`config.mk`:
```
export PLATFORM = sky130hd
export DESIGN_NAME = router_fifo
export DESIGN_NICKNAME = d
export VERILOG_FILES = /design/src/rtl/router_fifo.sv
export SDC_FILE = /design/constraint.sdc
export NUM_CORES = 1
export LEC_CHECK = 0
export BUFFER_PORTS_ARGS = -buffer_cell sky130_fd_sc_hd__buf_4
export CORE_AREA = 2 2 96 135
export DETAILED_ROUTE_END_ITERATION = 8
export DIE_AREA = 0 0 98 137
export GPL_TIMING_DRIVEN = 0
export PLACE_DENSITY = 0.78
export SLEW_MARGIN = 40
export SYNTH_ARGS = -nofsm -noshare
export SYNTH_HDL_FRONTEND = slang
export SYNTH_SLANG_ARGS = --single-unit
export TNS_END_PERCENT = 10
```
`constraint.sdc`:
```
create_clock -name clock -period 4.35 [get_ports clock]
set_input_delay 0.2175 -clock clock [delete_from_list [all_inputs] [get_ports clock]]
set_output_delay 0.2175 -clock clock [all_outputs]
set_load 0.005 [all_outputs]
```
`src/rtl/router_fifo.sv`:
```
// rtl/router_fifo.sv - per-destination packet FIFO with header tagging and packet-end tracking
module router_fifo #(
    parameter int WIDTH = 8,
    parameter int DEPTH = 16,
    parameter int AW    = 4
) (
    input  logic             clock,
    input  logic             resetn,
    input  logic             soft_reset,
    input  logic             write_enb,
    input  logic             read_enb,
    input  logic             lfd_state,
    input  logic [WIDTH-1:0] data_in,
    output logic [WIDTH-1:0] data_out,
    output logic             pkt_end,
    output logic             full,
    output logic             empty
);

    localparam int CW = WIDTH - 1;
    localparam logic [AW:0]   PTR_ONE = 1;
    localparam logic [CW-1:0] CNT_ONE = 1;

    logic [WIDTH:0]   mem [DEPTH];

    logic [AW:0]      wr_ptr_q, wr_ptr_d;
    logic [AW:0]      rd_ptr_q, rd_ptr_d;
    logic [CW-1:0]    count_q, count_d;
    logic             lfd_q, lfd_d;
    logic [WIDTH-1:0] data_out_q, data_out_d;
    logic             pkt_end_q, pkt_end_d;

    logic             wr_acc;
    logic             rd_acc;
    logic [WIDTH:0]   rd_word;

    assign empty = (wr_ptr_q == rd_ptr_q);
    assign full  = (wr_ptr_q[AW] != rd_ptr_q[AW]) &&
                   (wr_ptr_q[AW-1:0] == rd_ptr_q[AW-1:0]);

    assign wr_acc  = write_enb && !full;
    assign rd_acc  = read_enb && !empty;
    assign rd_word = mem[rd_ptr_q[AW-1:0]];

    always_comb begin
        wr_ptr_d   = wr_ptr_q;
        rd_ptr_d   = rd_ptr_q;
        count_d    = count_q;
        lfd_d      = lfd_state;
        data_out_d = data_out_q;
        pkt_end_d  = pkt_end_q;

        if (soft_reset) begin
            wr_ptr_d   = '0;
            rd_ptr_d   = '0;
            count_d    = '0;
            lfd_d      = 1'b0;
            data_out_d = '0;
            pkt_end_d  = 1'b0;
        end else begin
            if (wr_acc) begin
                wr_ptr_d = wr_ptr_q + PTR_ONE;
            end
            if (rd_acc) begin
                rd_ptr_d   = rd_ptr_q + PTR_ONE;
                data_out_d = rd_word[WIDTH-1:0];
                // Header length field excludes the parity byte, hence the +1.
                if (rd_word[WIDTH]) begin
                    count_d   = {1'b0, rd_word[WIDTH-1:2]} + CNT_ONE;
                    pkt_end_d = 1'b0;
                end else if (count_q != '0) begin
                    count_d   = count_q - CNT_ONE;
                    pkt_end_d = (count_q == CNT_ONE);
                end else begin
                    pkt_end_d = 1'b0;
                end
            end
        end
    end

    always_ff @(posedge clock or negedge resetn) begin
        if (!resetn) begin
            wr_ptr_q   <= '0;
            rd_ptr_q   <= '0;
            count_q    <= '0;
            lfd_q      <= 1'b0;
            data_out_q <= '0;
            pkt_end_q  <= 1'b0;
        end else begin
            wr_ptr_q   <= wr_ptr_d;
            rd_ptr_q   <= rd_ptr_d;
            count_q    <= count_d;
            lfd_q      <= lfd_d;
            data_out_q <= data_out_d;
            pkt_end_q  <= pkt_end_d;
        end
    end

    // Storage is not reset; the header flag is the delayed lfd since data lags the FSM by a cycle.
    always_ff @(posedge clock) begin
        if (wr_acc && !soft_reset) begin
            mem[wr_ptr_q[AW-1:0]] <= {lfd_q, data_in};
        end
    end

    assign data_out = data_out_q;
    assign pkt_end  = pkt_end_q;

endmodule
```
==> results of run 1 <==
[flip-flops by register name, indices dropped and copies added, names as in the netlist]
name	count
lfd_q	1
count_q	7
wr_ptr_q	5
pkt_end	1
data_out	8
mem	144
rd_ptr_q	5
[final timing paths]
path	from	to	cells after the start
setup / recovery	rd_ptr_q[3]	mem[13][0]	8
hold / removal	lfd_state	lfd_q	2
setup reg to reg	rd_ptr_q[3]	mem[13][0]	8
hold reg to reg	pkt_end	pkt_end	2
max in group asynchronous	resetn	data_out[6]	2
min in group asynchronous	resetn	count_q[4]	2
[metal layers]
| metal | GRT usage (%) | vias to the layer above |
|---|---|---|
| li1 | - | 1738 |
| met1 | 30.4 | 2024 |
| met2 | 40.3 | 186 |
| met3 | 5.52 | 37 |
| met4 | 10.4 | 0 |
| met5 | 0 | - |
[cells in the final DEF, fill, tap and decap left out, types with 11 or more instances in the layout]
cell type,n
dfrtp_1,27
nand2_1,29
nor2_1,21
edfxtp_1,144
buf_4,28
mux4_2,25
clkbuf_1,12
a21oi_1,14
and3_1,12
mux4_1,15
a22oi_1,11
clkbuf_16,17
[what timing repair did]
action,CTS,global route
endpoints found under the hold margin,27,0
setup buffers,0,0
endpoints found under the setup margin,0,0
hold buffers,1,0
[synthesized netlist by cell type (3+ instances only)]
| library cell | instances | area share, % |
|---|---|---|
| and2_1 | 4 | 0.35 |
| clkbuf_1 | 10 | 0.52 |
| nor3_1 | 5 | 0.35 |
| nand4_1 | 5 | 0.44 |
| a22oi_1 | 11 | 1.2 |
| nor3b_1 | 3 | 0.31 |
| ha_1 | 9 | 1.6 |
| mux2i_1 | 3 | 0.42 |
| o22ai_1 | 3 | 0.26 |
| a21oi_1 | 14 | 0.98 |
| xnor2_1 | 8 | 0.98 |
| xor2_1 | 9 | 1.1 |
| inv_1 | 5 | 0.26 |
| nand3_1 | 3 | 0.21 |
| or3_1 | 3 | 0.26 |
| o21ai_0 | 10 | 0.70 |
| buf_2 | 5 | 0.35 |
| and3_1 | 12 | 1.0 |
| edfxtp_1 | 144 | 60 |
| nor2_1 | 21 | 1.1 |
| dfrtp_1 | 27 | 9.4 |
| mux4_2 | 25 | 7.9 |
| mux4_1 | 15 | 5.5 |
| nand2_1 | 29 | 1.5 |
| nor2b_1 | 4 | 0.35 |
[report_power, final]
| part | total, mW | leakage, nW | switching (mW) | internal [mW] |
|---|---|---|---|---|
| combinational | 0.637 | 0.899 | 0.343 | 0.295 |
| clock | 1.55 | 0.297 | 0.597 | 0.956 |
| sequential | 1.87 | 1.67 | 0.0432 | 1.82 |
[logic make-up after synthesis]
logic type | share of synthesized area (%)
AO/OA/AOI/OAI | 4.16
XOR/XNOR | 2.08
AND/OR/NAND/NOR | 6.77
flip-flops | 69.8
multiplexers | 13.9
buffers and inverters | 1.73
adder cells (fa/ha/maj) | 1.57
[layout make-up]
class	instances	area, sq um	area share, %
buffer	19	105	1.28
clock inverter	12	174	2.12
tap	150	188	2.29
clock buffer	19	433	5.27
timing repair buffer	30	223	2.71
inverter	5	18.8	0.229
sequential	171	5000	60.9
multi-input combinational	215	2070	25.2
[worst register-to-register path, delay by kind of cell, from the launching register on]
family / cells / cell delay [ps]
flops: 1 / 500
compound gates: 1 / 150
buf+inv: 3 / 1270
xor+xnor: 1 / 150
simple gates: 3 / 970
==> reports/summary.md, run 1 <==
### STA
* 44.7% — remaining max-slew budget at the tightest pin
* 55.2 ps — WHS
* false — unrepaired setup endpoints after global routing
* 829 ps — transition time of the tightest slew-check pin
* 0 — fin. max-slew vios
* 0 — Final Hold Fails
* 298 MHz — Fmax
* 992 ps — final worst setup slack
* 0 — Final Setup Violations
* 7.96 ps — skew final
* 77.2% — post-route clock period utilization
* 0 ps — final sum of negative setup slack
* 3360 ps — clock period minus worst slack

### Placement
* 0.846 — placer's final routability congestion estimate
* 589 — placed instance count
* 9.75 mm — placed wire-length estimate
* 24 — Port-buffer cells
* 1090 ps — dpl ws
* 7590 sq um — cell area after placement

### Synthesis
* 144 — number of enable-type register cells in the synthesized netlist
* 43 — number of different library cells in the post-synthesis netlist
* 410 — synthesized instance count
* 17.5 sq um — mean area per synthesized cell
* 0 — YS warnings
* 69.8% — sequential element share of the synthesized area
* edfxtp_1 — dominant register cell in the synthesized netlist
* 15.8% — fraction of registers with async set or reset after synthesis
* 433 — Mapped Nets
* 171 — count of state elements after synthesis
* 7170 sq um — total standard cell area after synthesis

### Die
* 58.8% — initial core utilization
* 25 — Top-Level Pins
* 98 microns — die width
* 48 — number of cell rows
* 12,200 sq um — floorplan core area
* 13,400 sq um — floorplan die area
* 137 microns — height of the chip

### Clocking
* 4 — level count of the clock H-tree
* 420 ps — clock latency at the later pin of the worst-skew pair
* 60 ps — clock transition time at the flip-flop clock pins of the worst setup and hold paths
* 171 — clock sink count
* clkbuf_16 — CTS root buffer
* 0 — Resized cells post-CTS
* built — CTS tree
* 2 — maximum number of buffers from clock root to sink
* 17 — total clock buffers created by CTS

### Layout
* 20.6% — share of cells above drive strength 1
* 621 — count of non-filler cells in the finished layout
* 8210 sq um — Finished Cell Area
* 482 — net count of the finished layout
* 67.3% — final design utilization
* 781 — number of filler cells placed in the layout
* 14.5% — synth-to-layout area growth
* 0 — antenna diode count

### Setup path
* 610 ps — slowest stage delay, CP
* 4460 ps — endpoint required time on the critical path
* register — critical path startpoint category
* 3470 ps — arrival time at the worst endpoint
* 990 ps — slack of the worst reg-to-reg path
* buffers and inverters — dominant delay contributor by cell family on the critical path
* 10 — top fanout value on the critical path
* register — Crit. End Element
* clkbuf_1 — Max stage delay cell, worst path
* reg -> reg — start-to-end type of the worst setup path
* clkbuf_1, xnor2_1, nand4_1, o21a_1, clkbuf_1, nand2_1, nor3_2, buf_2 — cell-by-cell trace of the critical path
* 3 — count of buffer and inverter cells on the critical path
* clkbuf_1 — CP dominant cell by count

### Route
* 0 — count of antenna-violating nets left after detailed routing
* met4 — Top Metal Used
* 0 — DRC
* 6.42 — detail-routed via count per cell
* 6 — drt pass-1 iters
* 24.6 microns — wire length per cell
* 5.81 mm — met1 WL
* 3,985 — DR vias
* 15.3 mm — total detailed-routing wirelength
* 7.96 mm — met2 WL
* 970 microns — met3 routed wirelength
* 432 — initial DRC count

### GRT
* 0 — final global-route overflow total
* 3,935 — via count of the first global-routing pass
* 23.1 mm — wire length of the first global-routing pass
* 0 — number of antenna violations at the first check in global routing
* 24.0% — Total Routing Usage GR
* 28 — largest net degree at the start of global routing

### Hold path
* in -> reg — class of the worst hold path

### Status
* finished clean — run status

### Power and ir drop
* 0.230 mV — IR drop worst, VDD
* 494 nW/um^2 — power per unit of standard cell area
* 4.06 mW — Overall Power
* 2.86 nW — leakage component of the power

### Flow run
* 0 — Max-Cap Viols

(Power assumes the default switching activity.)
==> run 2: changes to the inputs <==
clock period = 3.4 ns   (was 4.35 ns; I/O delays follow)
==> run 2 against run 1 <==
Against the previous run: total power increased by 28%; sequential share of layout area about the same; register-to-register slack got worse by 810 ps; maximum frequency increased by 4.4%; critical path type unchanged.
==> reports/summary.md, run 2 (same netlist as run 1, synthesis figures left out) <==
### Status
* finished clean — run status

### Die
* 13,400 sq um — floorplan die area, unchanged
* 48 — number of cell rows, unchanged
* 25 — Top-Level Pins, unchanged
* 137 microns — height of the chip, unchanged
* 98 microns — die width, unchanged
* 58.8% — initial core utilization, unchanged
* 12,200 sq um — floorplan core area, unchanged

### Route
* 4,005 — DR vias, +0.50%
* 6.45 — detail-routed via count per cell, +0.50%
* 15.2 mm — total detailed-routing wirelength, about the same
* 6 — drt pass-1 iters, unchanged
* 0 — count of antenna-violating nets left after detailed routing, unchanged
* 24.5 microns — wire length per cell, about the same
* 415 — initial DRC count, -3.9%
* 0 — DRC, unchanged

### Clocking
* 420 ps — clock latency at the later pin of the worst-skew pair, about the same
* clkbuf_16 — CTS root buffer
* 0 — Resized cells post-CTS, unchanged
* 4 — level count of the clock H-tree, unchanged
* built — CTS tree
* 2 — maximum number of buffers from clock root to sink, unchanged
* 17 — total clock buffers created by CTS, unchanged
* 70 ps — clock transition time at the flip-flop clock pins of the worst setup and hold paths, about the same
* 171 — clock sink count, unchanged

### Setup path
* 570 ps — slowest stage delay, CP, -40 ps
* nor3_2 — Max stage delay cell, worst path
* reg -> reg — start-to-end type of the worst setup path
* register — Crit. End Element
* 3520 ps — endpoint required time on the critical path, -940 ps
* 10 — top fanout value on the critical path, unchanged
* 9 — Worst Reg2Reg Path Length in Cells, +1
* buf_6, buf_4, xnor2_1, nand4_1, o21a_1, clkbuf_1, nand2_1, nor3_2, buf_2 — cell-by-cell trace of the critical path
* register — critical path startpoint category
* 3330 ps — arrival time at the worst endpoint, -140 ps

### Power and ir drop
* 632 nW/um^2 — power per unit of standard cell area, +28%
* 45.9% — share of power burned in registers, about the same
* 3.93 mW — internal power, +28%
* 0.297 mV — IR drop worst, VDD, +29%
* 24.3% — Sw Share, +0.076 points
* 15.7% — portion of total power attributed to combinational logic, about the same
* 38.4% — clock share of power, about the same
* 1.26 mW — NetSw, +28%
* 2.87 nW — leakage component of the power, +0.10%
* 5.19 mW — Overall Power, +28%

### STA
* 94.6% — post-route clock period utilization, +17 points
* 0 ps — final sum of negative setup slack, unchanged
* 0 — Final Setup Violations, unchanged
* 311 MHz — Fmax, +4.4%
* 0 — Final Hold Fails, unchanged
* 8.80 ps — skew final, +0.842 ps
* 806 ps — transition time of the tightest slew-check pin, -22.9 ps
* true — unrepaired setup endpoints after global routing
* 0 — fin. max-slew vios, unchanged
* 3220 ps — clock period minus worst slack, -141 ps
* 46.2% — remaining max-slew budget at the tightest pin, +1.5 points

### Layout
* 14.6% — synth-to-layout area growth, about the same
* 8210 sq um — Finished Cell Area, about the same
* edfxtp_1 (144), nand2_1 (29), buf_4 (28) — top library cells by usage in the layout, fill and taps aside
* 482 — net count of the finished layout, unchanged
* 20.6% — share of cells above drive strength 1, unchanged
* 144 — flip-flop count of the largest register after layout, unchanged
* 0 — antenna diode count, unchanged
* edfxtp_1 — most common cell after layout, fill and taps aside

### Placement
* 7590 sq um — cell area after placement, unchanged
* 24 — Port-buffer cells, unchanged
* 9.75 mm — placed wire-length estimate, unchanged
* 0.846 — placer's final routability congestion estimate, unchanged

### GRT
* 24.1% — Total Routing Usage GR, +0.056 points
* 0 — number of antenna violations at the first check in global routing, unchanged
* 28 — largest net degree at the start of global routing, unchanged
* 3,956 — via count of the first global-routing pass, +0.53%
* 23.2 mm — wire length of the first global-routing pass, +0.27%
* 0 — final global-route overflow total, unchanged

### Flow run
* 0 — Max-Cap Viols, unchanged

### Hold path
* 1 — number of cells traversed by the worst hold path, -1
* in -> reg — class of the worst hold path

run 2: final cells by class:
class / instances / area (sq um)
Fill cell: 781 / 3980
Clock buffer: 19 / 433
Sequential cell: 171 / 5000
Timing Repair Buffer: 31 / 233
Tap cell: 150 / 188
Inverter: 5 / 18.8
Clock inverter: 12 / 174
Buffer: 18 / 101
Multi-Input combinational cell: 215 / 2070
run 2: repair_timing:
item                                    4_1_cts  5_1_grt
endpoints found under the hold margin        28        0
hold buffers                                  2        0
endpoints found under the setup margin        0      128
setup buffers                                 0        0
run 2: routing by layer:
layer	vias up	track usage, %	share of wire (%)
met3	37	5.52	6.0
met5	-	0	0
met2	175	40.5	52
li1	1736	-	-
met1	2057	30.4	38
met4	0	10.4	3.2
run 2: power groups by stage:
stage	clock network (mW)	registers, mW	logic, mW
2_1_floorplan	0	2.42	0.580
5_1_grt	2.09	2.39	0.895
6_report	1.99	2.39	0.815
3_3_place_gp	0	2.42	0.780
4_1_cts	2.00	2.39	0.814
3_5_place_dp	0	2.43	0.805
run 2: path summary, 6_finish.rpt:
path	start	endpoint	slack, ps
worst max-delay path	rd_ptr_q[0]	mem[13][0]	180
worst min-delay path	data_in[1]	mem[10][1]	50
worst max register to register	rd_ptr_q[0]	mem[13][0]	180
worst min register to register	pkt_end	pkt_end	530
max in group asynchronous	resetn	data_out[6]	2940
min in group asynchronous	resetn	data_out[0]	200
run 2: critical path, delay by kind of cell (launching register included):
family          cells  cell delay (ps)
flops               1              500
buf+inv             4             1170
xor+xnor            1              100
compound gates      1              150
simple gates        3              970
run 2: stage by stage:
step / std cells / hold slack, ps / setup WS, ps / utilization [%]
after floorplan: 410 / -126 / 596 / -
after global placement: 584 / 94.3 / -646 / 61.8
after detailed placement: 589 / 104 / 140 / 62.2
after CTS: 622 / 38.6 / 86.2 / 67.4
after global routing: 621 / 46.0 / -7.91 / 67.4
final: 621 / 45.7 / 183 / 67.4
